<file path="src/rtl/uart_rx_core_pkg.sv">
// Shared UART receive definitions: data width, RX FSM states and status bit positions.
package uart_rx_core_pkg;

  localparam int UART_DATA_WIDTH = 8;

  // Bit positions inside the {overrun, frame_err} status word.
  localparam int STAT_OVR  = 1;
  localparam int STAT_FERR = 0;

  typedef enum logic [1:0] {
    IDLE  = 2'd0,
    START = 2'd1,
    DATA  = 2'd2,
    STOP  = 2'd3
  } rx_state_e;

endpackage

</file>
<file path="src/rtl/uart_rx_core_if.sv">
// Write port from the UART receiver into the RX FIFO.
interface uart_rx_core_if;
  import uart_rx_core_pkg::*;

  logic [UART_DATA_WIDTH-1:0] wr_data;
  logic                       wren;
  logic                       fifo_full;

  // The receiver drives data and strobe; the FIFO reports when it is full.
  modport master (output wr_data, output wren, input fifo_full);
  modport slave  (input wr_data, input wren, output fifo_full);

endinterface

</file>
<file path="src/rtl/uart_rx_sync.sv">
// Two-flop synchronizer for an asynchronous single-bit input.
module uart_rx_sync #(
  parameter logic RESET_VAL = 1'b1
) (
  input  logic clk_i,
  input  logic rstn_i,
  input  logic d_i,
  output logic q_o
);

  logic meta;

  // Shift the raw input through two flops; both start at the line's idle level.
  always_ff @(posedge clk_i or negedge rstn_i) begin
    if (!rstn_i) begin
      meta <= RESET_VAL;
      q_o  <= RESET_VAL;
    end else begin
      meta <= d_i;
      q_o  <= meta;
    end
  end

endmodule

</file>
<file path="src/rtl/uart_rx_core.sv">
// UART 8N1 receiver: oversamples rx_i, deserialises LSB first, pushes good
// bytes into the RX FIFO and keeps sticky overrun / framing error flags.
//
//   state | meaning
//   ------+---------------------------------------------------------------
//   IDLE  | waiting for a low level on the synchronized line
//   START | counting to the middle of the start bit to reject glitches
//   DATA  | sampling 8 data bits, one every OVERSAMPLE ticks
//   STOP  | sampling the stop bit, then write / flag error and re-arm
//
// OVERSAMPLE must be even and at least 4.
module uart_rx_core
  import uart_rx_core_pkg::*;
#(
  parameter int OVERSAMPLE = 16
) (
  input  logic        clk_i,
  input  logic        rstn_i,
  input  logic        uart_clk_i,
  input  logic        rx_en_i,
  input  logic        rx_i,
  input  logic        stat_clr_i,
  output logic        rx_busy_o,
  output logic [1:0]  rx_stat_o,
  uart_rx_core_if.master bus
);

  localparam int CNT_W = $clog2(OVERSAMPLE);
  localparam int IDX_W = $clog2(UART_DATA_WIDTH);

  localparam logic [CNT_W-1:0] HALF_LAST = CNT_W'(OVERSAMPLE / 2 - 1);
  localparam logic [CNT_W-1:0] FULL_LAST = CNT_W'(OVERSAMPLE - 1);
  localparam logic [IDX_W-1:0] IDX_LAST  = IDX_W'(UART_DATA_WIDTH - 1);

  rx_state_e                  state;
  logic [CNT_W-1:0]           tick_cnt;
  logic [IDX_W-1:0]           bit_idx;
  logic [UART_DATA_WIDTH-1:0] shift;
  logic [UART_DATA_WIDTH-1:0] wr_data;
  logic                       wren;
  logic [1:0]                 stat;
  logic                       rx_sync;

  uart_rx_sync #(
    .RESET_VAL (1'b1)
  ) u_sync (
    .clk_i  (clk_i),
    .rstn_i (rstn_i),
    .d_i    (rx_i),
    .q_o    (rx_sync)
  );

  // Receive FSM with tick counter, shift register, write strobe and sticky status.
  always_ff @(posedge clk_i or negedge rstn_i) begin
    if (!rstn_i) begin
      state    <= IDLE;
      tick_cnt <= '0;
      bit_idx  <= '0;
      shift    <= '0;
      wr_data  <= '0;
      wren     <= 1'b0;
      stat     <= 2'b00;
    end else begin
      wren <= 1'b0;
      // Clear first so that a set event later in this block overrides it.
      if (stat_clr_i) begin
        stat <= 2'b00;
      end
      if (!rx_en_i) begin
        // Disabling drops any partial byte silently.
        state    <= IDLE;
        tick_cnt <= '0;
        bit_idx  <= '0;
      end else if (uart_clk_i) begin
        case (state)
          IDLE: begin
            tick_cnt <= '0;
            bit_idx  <= '0;
            if (!rx_sync) begin
              state <= START;
            end
          end
          START: begin
            if (tick_cnt == HALF_LAST) begin
              tick_cnt <= '0;
              bit_idx  <= '0;
              // A line back high at mid start bit was only a glitch.
              state    <= rx_sync ? IDLE : DATA;
            end else begin
              tick_cnt <= tick_cnt + 1'b1;
            end
          end
          DATA: begin
            if (tick_cnt == FULL_LAST) begin
              tick_cnt       <= '0;
              shift[bit_idx] <= rx_sync;
              if (bit_idx == IDX_LAST) begin
                state <= STOP;
              end else begin
                bit_idx <= bit_idx + 1'b1;
              end
            end else begin
              tick_cnt <= tick_cnt + 1'b1;
            end
          end
          STOP: begin
            if (tick_cnt == FULL_LAST) begin
              tick_cnt <= '0;
              state    <= IDLE;
              if (!rx_sync) begin
                stat[STAT_FERR] <= 1'b1;
              end else if (bus.fifo_full) begin
                stat[STAT_OVR] <= 1'b1;
              end else begin
                wr_data <= shift;
                wren    <= 1'b1;
              end
            end else begin
              tick_cnt <= tick_cnt + 1'b1;
            end
          end
          default: begin
            state    <= IDLE;
            tick_cnt <= '0;
          end
        endcase
      end
    end
  end

  assign bus.wr_data = wr_data;
  assign bus.wren    = wren;
  assign rx_stat_o   = stat;
  assign rx_busy_o   = (state != IDLE);

endmodule

</file>
<file path="src/flat_wrapper.sv">
// flat-port wrapper written by rule: the top's interface ports become plain ports
module uart_rx_core_flat import uart_rx_core_pkg::*;
#(
  parameter int OVERSAMPLE = 16
)
  (clk_i, rstn_i, uart_clk_i, rx_en_i, rx_i, stat_clr_i, rx_busy_o, rx_stat_o, bus_wr_data, bus_wren, bus_fifo_full);
  uart_rx_core_if bus_i ();
  input  logic clk_i;
  input  logic rstn_i;
  input  logic uart_clk_i;
  input  logic rx_en_i;
  input  logic rx_i;
  input  logic stat_clr_i;
  output logic rx_busy_o;
  output logic [1:0] rx_stat_o;
  output wire logic [$bits(bus_i.wr_data)-1:0] bus_wr_data;
  output wire logic [$bits(bus_i.wren)-1:0] bus_wren;
  input wire logic [$bits(bus_i.fifo_full)-1:0] bus_fifo_full;
  assign bus_wr_data = bus_i.wr_data;
  assign bus_wren = bus_i.wren;
  assign bus_i.fifo_full = bus_fifo_full;
  uart_rx_core #(.OVERSAMPLE(OVERSAMPLE)) u_core (.clk_i(clk_i), .rstn_i(rstn_i), .uart_clk_i(uart_clk_i), .rx_en_i(rx_en_i), .rx_i(rx_i), .stat_clr_i(stat_clr_i), .rx_busy_o(rx_busy_o), .rx_stat_o(rx_stat_o), .bus(bus_i));
endmodule
</file>
<file path="config.mk">
export PLATFORM = sky130hd
export DESIGN_NAME = uart_rx_core_flat
export DESIGN_NICKNAME = d
export VERILOG_FILES = /design/src/rtl/uart_rx_core_pkg.sv /design/src/rtl/uart_rx_core_if.sv /design/src/rtl/uart_rx_sync.sv /design/src/rtl/uart_rx_core.sv /design/src/flat_wrapper.sv
export SDC_FILE = /design/constraint.sdc
export NUM_CORES = 1
export LEC_CHECK = 0
export BUFFER_PORTS_ARGS = -buffer_cell sky130_fd_sc_hd__buf_2
export CAP_MARGIN = 20
export CORE_MARGIN = 1
export CORE_UTILIZATION = 51
export DETAILED_ROUTE_END_ITERATION = 7
export PLACE_DENSITY_LB_ADDON = 0.05
export SETUP_SLACK_MARGIN = 0.02
export SLEW_MARGIN = 0
export SYNTH_ARGS = -nofsm -noshare
export SYNTH_HDL_FRONTEND = slang
export SYNTH_SLANG_ARGS = --single-unit
export TNS_END_PERCENT = 5
</file>
<file path="constraint.sdc">
create_clock -name clk_i -period 2.4 [get_ports clk_i]
set_input_delay 0 -clock clk_i [delete_from_list [all_inputs] [get_ports clk_i]]
set_output_delay 0 -clock clk_i [all_outputs]
set_load 0.005 [all_outputs]
</file>
# Word-level counts from Yosys, hierarchy flattened
# Cells that the tools add are included.
dict set report op_classes {
  reduce_logical 8
  muxes 37
  n_eq_ne 14
  order_cmp 2
  add_sub_neg 2
  bitwise 1
}
# cell count
set ops {}
lappend ops {{2-to-1 mux 2 bit} 13}
lappend ops {{2-to-1 mux 4 bit} 4}
lappend ops {{2-to-1 mux 3 bit} 5}
lappend ops {{inequality test 3 x 2 -> 1 bit (second input constant)} 4}
lappend ops {{case mux 4 bit (3 select lines)} 1}
lappend ops {{AND reduction 6 bit} 2}
lappend ops {{2-to-1 mux 1 bit} 10}
lappend ops {{case mux 3 bit (3 select lines)} 1}
lappend ops {{bitwise mux 8 bit} 1}
lappend ops {{case mux 2 bit (4 select lines)} 1}
lappend ops {{inequality test 3 bit (second input constant)} 2}
lappend ops {{AND reduction 5 bit} 1}
lappend ops {{adder 4 x 1 -> 4 bit (second input constant)} 1}
lappend ops {{== test 2 bit (second input constant)} 2}
lappend ops {{== test 4 x 3 -> 1 bit (second input constant)} 1}
lappend ops {{== test 4 bit (second input constant)} 1}
lappend ops {{less-than comparator 3 x 4 -> 1 bit (second input constant)} 1}
lappend ops {{inequality test 4 x 1 -> 1 bit (second input constant)} 1}
lappend ops {{AND reduction 4 bit} 1}
lappend ops {{adder 3 x 1 -> 3 bit (second input constant)} 1}
lappend ops {{demux 1 bit (select 3 bit)} 1}
lappend ops {{== test 3 bit (second input constant)} 1}
lappend ops {{>= comparator 3 x 1 -> 1 bit (second input constant)} 1}
lappend ops {{== test 2 x 1 -> 1 bit (second input constant)} 1}
lappend ops {{other kinds (6)} 6}
dict set report totals {
  output_inout_bits 12
  reg_bits 30
  in_bits 7
}

# Depth between registers and ports, before layout
dict set report depth {
  ltp_word 7
  mapped_depth 7
  depth_no_buf 6
}

# Cells and area by module
# A second synthesis with hierarchy kept.
dict set report unflattened {
  hier_cells 124
  hier_area_um2 1441.4
}
# mod n_inst area_each_um2 seq_area_each_um2 cells_per_inst
set by_module_without_submodules {}
lappend by_module_without_submodules {uart_rx_core 1 1388.8 700.7 122}
lappend by_module_without_submodules {uart_rx_sync 1 52.6 52.6 2}

# Worst setup path after synthesis
# OpenSTA, ideal clock, no wires.
dict set report synth_timing {
  path_kind {register -> register}
  start {register u_core.state[0]}
  end {register u_core.state[1]}
  stages_incl_launch_ff 8
  slack_ps 508
  n_path_buf 1
  setup_ps 69
  t_arrival_ps 1823
  path_cell_list {dfrtp_1 inv_1 ha_1 buf_2 and2b_1 a221o_1 or4_1 nand3_1}
}
dict set report synth_between {
  elab_chain_len 4
  elab_cells_between_ends 13
}
# item line
set synth_lines {}
lappend synth_lines {{from (decl)} uart_rx_core.sv:35} ;# rx_state_e state;
lappend synth_lines {{from (signal assigned)} uart_rx_core.sv:88} ;# state <= rx_sync ? IDLE : DATA;
lappend synth_lines {{== test 2 bit (tied with other cells)} uart_rx_core.sv:75} ;# case (state)
lappend synth_lines {{case mux 2 bit (4 select lines)} uart_rx_core.sv:75}
lappend synth_lines {{2-to-1 mux 2 bit} uart_rx_core.sv:74} ;# end else if (uart_clk_i) begin
lappend synth_lines {{2-to-1 mux 2 bit} uart_rx_core.sv:69} ;# if (!rx_en_i) begin
# Several ways; a longest one is shown, not always the timed one. The select of a mux whose other input is x is not followed.
# A chain may end at the register's enable or synchronous reset.

# Final worst setup path
# Ends and elaborated chain as after synthesis.

==> summary.txt <==
Synth
  – Netlist Area Pre-Place: about 0.0015 sq mm
  – Register bit total from synthesis: 30
  – Syn_nets: roughly 150
  – Top-area cell type share of the netlist area: 0.475
  – Async set-reset flop share out of synthesis: 1.00
  – Share of the yosys chip area belonging to registers: 0.511
  – Warnings from Yosys: 0
  – Commonest register cell after synthesis: dfrtp_1
  – Yosys cell types: 37
  – Syn avg cell area: approximately 11 sq um
  – Area contributors post-synth: dfrtp_1 47%, mux2_2 13%, ha_1 5.9%, dfstp_2 3.6%, nor2_1 2.5%
  – Gate count of the mapped netlist: roughly 130
  – EDFF count, synth: 0
  – Synth area leader: dfrtp_1

Timing
  – Slew Limit Headroom: 0.580
  – Setup TNS: 0 ps
  – Max Freq: approximately 500 MHz
  – Skew final: around 8.4 ps
  – RSZ-0062 raised after global routing: false
  – Period minus WS final: around 2000 ps
  – Worst-Margin Slew: around 630 ps
  – Final setup viols: 0
  – Hold Slack: 36.0 ps
  – Period utilization: 0.839
  – Final Max Slew Viols: 0
  – Final Hold Viols: 0

CTS
  – Clock slew at reported path FFs: about 100 ps
  – CTS Buf Count: 5
  – Post-CTS Setup Bufs: 0
  – # hold bufs at CTS: 5
  – # clock sinks: 30
  – Number of gates resized after cts: 0
  – CTS tree: done
  – Clock Path Buffers: 2
  – Root Driver: clkbuf_4
  – Clk_lat worst skew: 330 ps
  – H-tree levels: 2

Finish
  – Post-Layout Cell Count: around 190
  – Nets: 171
  – Area occupied by multi-input gates: around 670 sq um
  – Final Util: 0.615
  – ANT cells: 0
  – FF+latch area: between 700 and 800 sq um
  – Area added between synthesis and finish: 15.0%
  – Share of post-route cells with drive strength above 1: 0.310
  – Fillers: between 200 and 250
  – Finished Cell Area: between 0.0015 and 0.002 sq mm

Placement
  – Post-detail-place hpwl: about 1.8 mm
  – Gpl congestion: between 0.8 and 0.9
  – Dpl cell area: 0.00158 sq mm
  – IO buf count: 18
  – DP Cell Count: ~180

Pwr
  – Combinational group share of total power: 0.185
  – Static Leak: ~0.84 nW
  – Clock power frac: 0.304
  – P_sw: about 310 uW
  – Peak supply drop: approximately 0.00041 V
  – Sw frac: 0.298
  – Pint: about 740 uW
  – Cell Pwr Density: around 620 mW/mm^2
  – Sequential group share of total power: 0.511

Global route
  – Vias in the first global route: between 1000 and 1500
  – Largest net degree at the start of global routing: 31
  – Initial antenna violation count: 0
  – Global-route wire length before repair: between 4 and 5 mm
  – Global route overflow: 0
  – Total track usage: 0.199

Detailed routing
  – Wire per inst: between 10 and 15 microns
  – Final ANT Viol Nets: 0
  – Via count: 1082
  – Starting DRC count in detailed routing: 30
  – Routed wire length: about 2.6 mm
  – Drt pass-1 iters: 4
  – Routed vias/inst: 5.72
  – DRC Markers: 0

Setup path
  – Crit path kind: reg2reg
  – Crit Path Max Fanout: 9
  – R2r worst-path depth: 6
  – Critical R2R Launch: u_core.state[0]
  – Stages on worst setup path: 6
  – R2R setup slack: a little under 400 ps
  – Worst setup EP type: flip-flop
  – Slowest CP cell: or4_1
  – CP cell instances: inv_1 > ha_1 > and2b_1 > a221o_1 > or4_1 > nand3_1
  – WP buf/inv: 1
  – CP peak stage delay: around 500 ps
  – Startpoint Class: flip-flop
  – Crit path DAT: 2280 ps
  – Worst R2R End: u_core.state[1]
  – Family with the most delay on the worst path: simple AND/OR/NAND/NOR gates
  – WP data required: between 2000 and 3000 ps

Die
  – Die width: ~56 microns
  – Row Count: 19
  – Placeable Area: between 0.002 and 0.003 sq mm
  – Starting density of the core: 0.535
  – Die Ht: 55.8 microns
  – IO Count: 19
  – Die footprint: between 0.003 and 0.004 sq mm

Status
  – Status: finished, final reports clean

Worst hold path
  – Worst Hold End: u_core.tick_cnt[1]
  – Worst Hold Depth: 3
  – Hold path startpoint: uart_clk_i
  – HP Class: in2reg

Flow run
  – Max_cap viols: 0
[layout by cell type, fill, tap and decap left out, types with 2 or more instances in the layout]
cell type,instances
dfrtp_1,28
buf_2,18
mux2_2,17
nor2_1,10
inv_1,8
ha_1,7
nand3_1,6
clkbuf_4,5
dlygate4sd3_1,5
nand4_1,4
nand2b_1,4
nand2_1,4
o21ai_0,4
a21oi_1,4
nand3b_1,3
nor3_1,3
o22ai_1,2
nand4b_1,2
a22o_1,2
dfstp_2,2
[sequential cells by signal, summed over array words and instances (netlist names)]
name                cells
u_core.bit_idx          3
u_core.bus.wr_data      8
u_core.bus.wren         1
u_core.rx_stat_o        2
u_core.shift            8
u_core.state            2
u_core.tick_cnt         4
u_core.u_sync.meta      1
u_core.u_sync.q_o       1
[power groups by stage]
stage	combinational, mW	clock (mW)	sequential [mW]
6_report	0.195	0.320	0.538
5_1_grt	0.221	0.357	0.542
4_1_cts	0.195	0.337	0.538
3_5_place_dp	0.188	0	0.548
3_3_place_gp	0.185	0	0.547
2_1_floorplan	0.146	0	0.542
[stage by stage]
step                      power [mW]  setup slack (ps)
after floorplan                0.687               508
after global placement         0.732               444
after detailed placement       0.737               383
after CTS                       1.07               369
after global routing            1.12               209
final                           1.05               385
[synthesized netlist by cell type, types with 2 or more instances]
master,n
mux2_2,17
nand4b_1,2
nand3_1,6
nand2_1,4
ha_1,7
nand2b_1,4
o21ai_0,4
o22ai_1,2
inv_1,8
dfrtp_1,28
nand4_1,4
dfstp_2,2
buf_2,2
nor2_1,10
a21oi_1,4
a22o_1,2
nand3b_1,3
nor3_1,3
[routing by layer]
metal	wire length, microns	vias up	GRT usage
met1	1210	528	0.252
li1	-	525	-
met5	0	-	0
met2	1300	25	0.301
met4	31	0	0.0893
met3	92	4	0.0767
[cell families after synthesis]
group,Yosys count,synth area share
buffers and inverters,12,0.0348
flip-flops,30,0.511
adder cells (fa/ha/maj),7,0.0594
AND/OR/NAND/NOR,45,0.172
AO/OA/AOI/OAI,19,0.0865
multiplexers,18,0.137
[area by class of cell]
| cell class | instances | share of cell area |
|---|---|---|
| clock buffers | 6 | 0.0302 |
| clock inverters | 2 | 0.00737 |
| inverters | 8 | 0.0177 |
| multi-input cells | 89 | 0.395 |
| flip-flops and latches | 30 | 0.444 |
| well taps | 31 | 0.0229 |
| repair buffers | 23 | 0.0826 |
[tightest hold or removal path, stage by stage]
cell and delay, ps:
buf_2 160, nand3_1 90, a21oi_1 60
[worst max-delay path by stage]
stage,startpoint,end,slack [ps]
floorplan,u_core.state[0],u_core.state[1],510
global placement,u_core.state[0],u_core.state[1],440
detailed placement,u_core.tick_cnt[0],u_core.bus.wr_data[1],380
CTS,u_core.tick_cnt[0],u_core.bus.wr_data[1],370
global route,u_core.tick_cnt[0],u_core.bus.wr_data[1],210
finish,u_core.state[0],u_core.state[1],390
No activity file was read; power rests on OpenSTA's default activity.
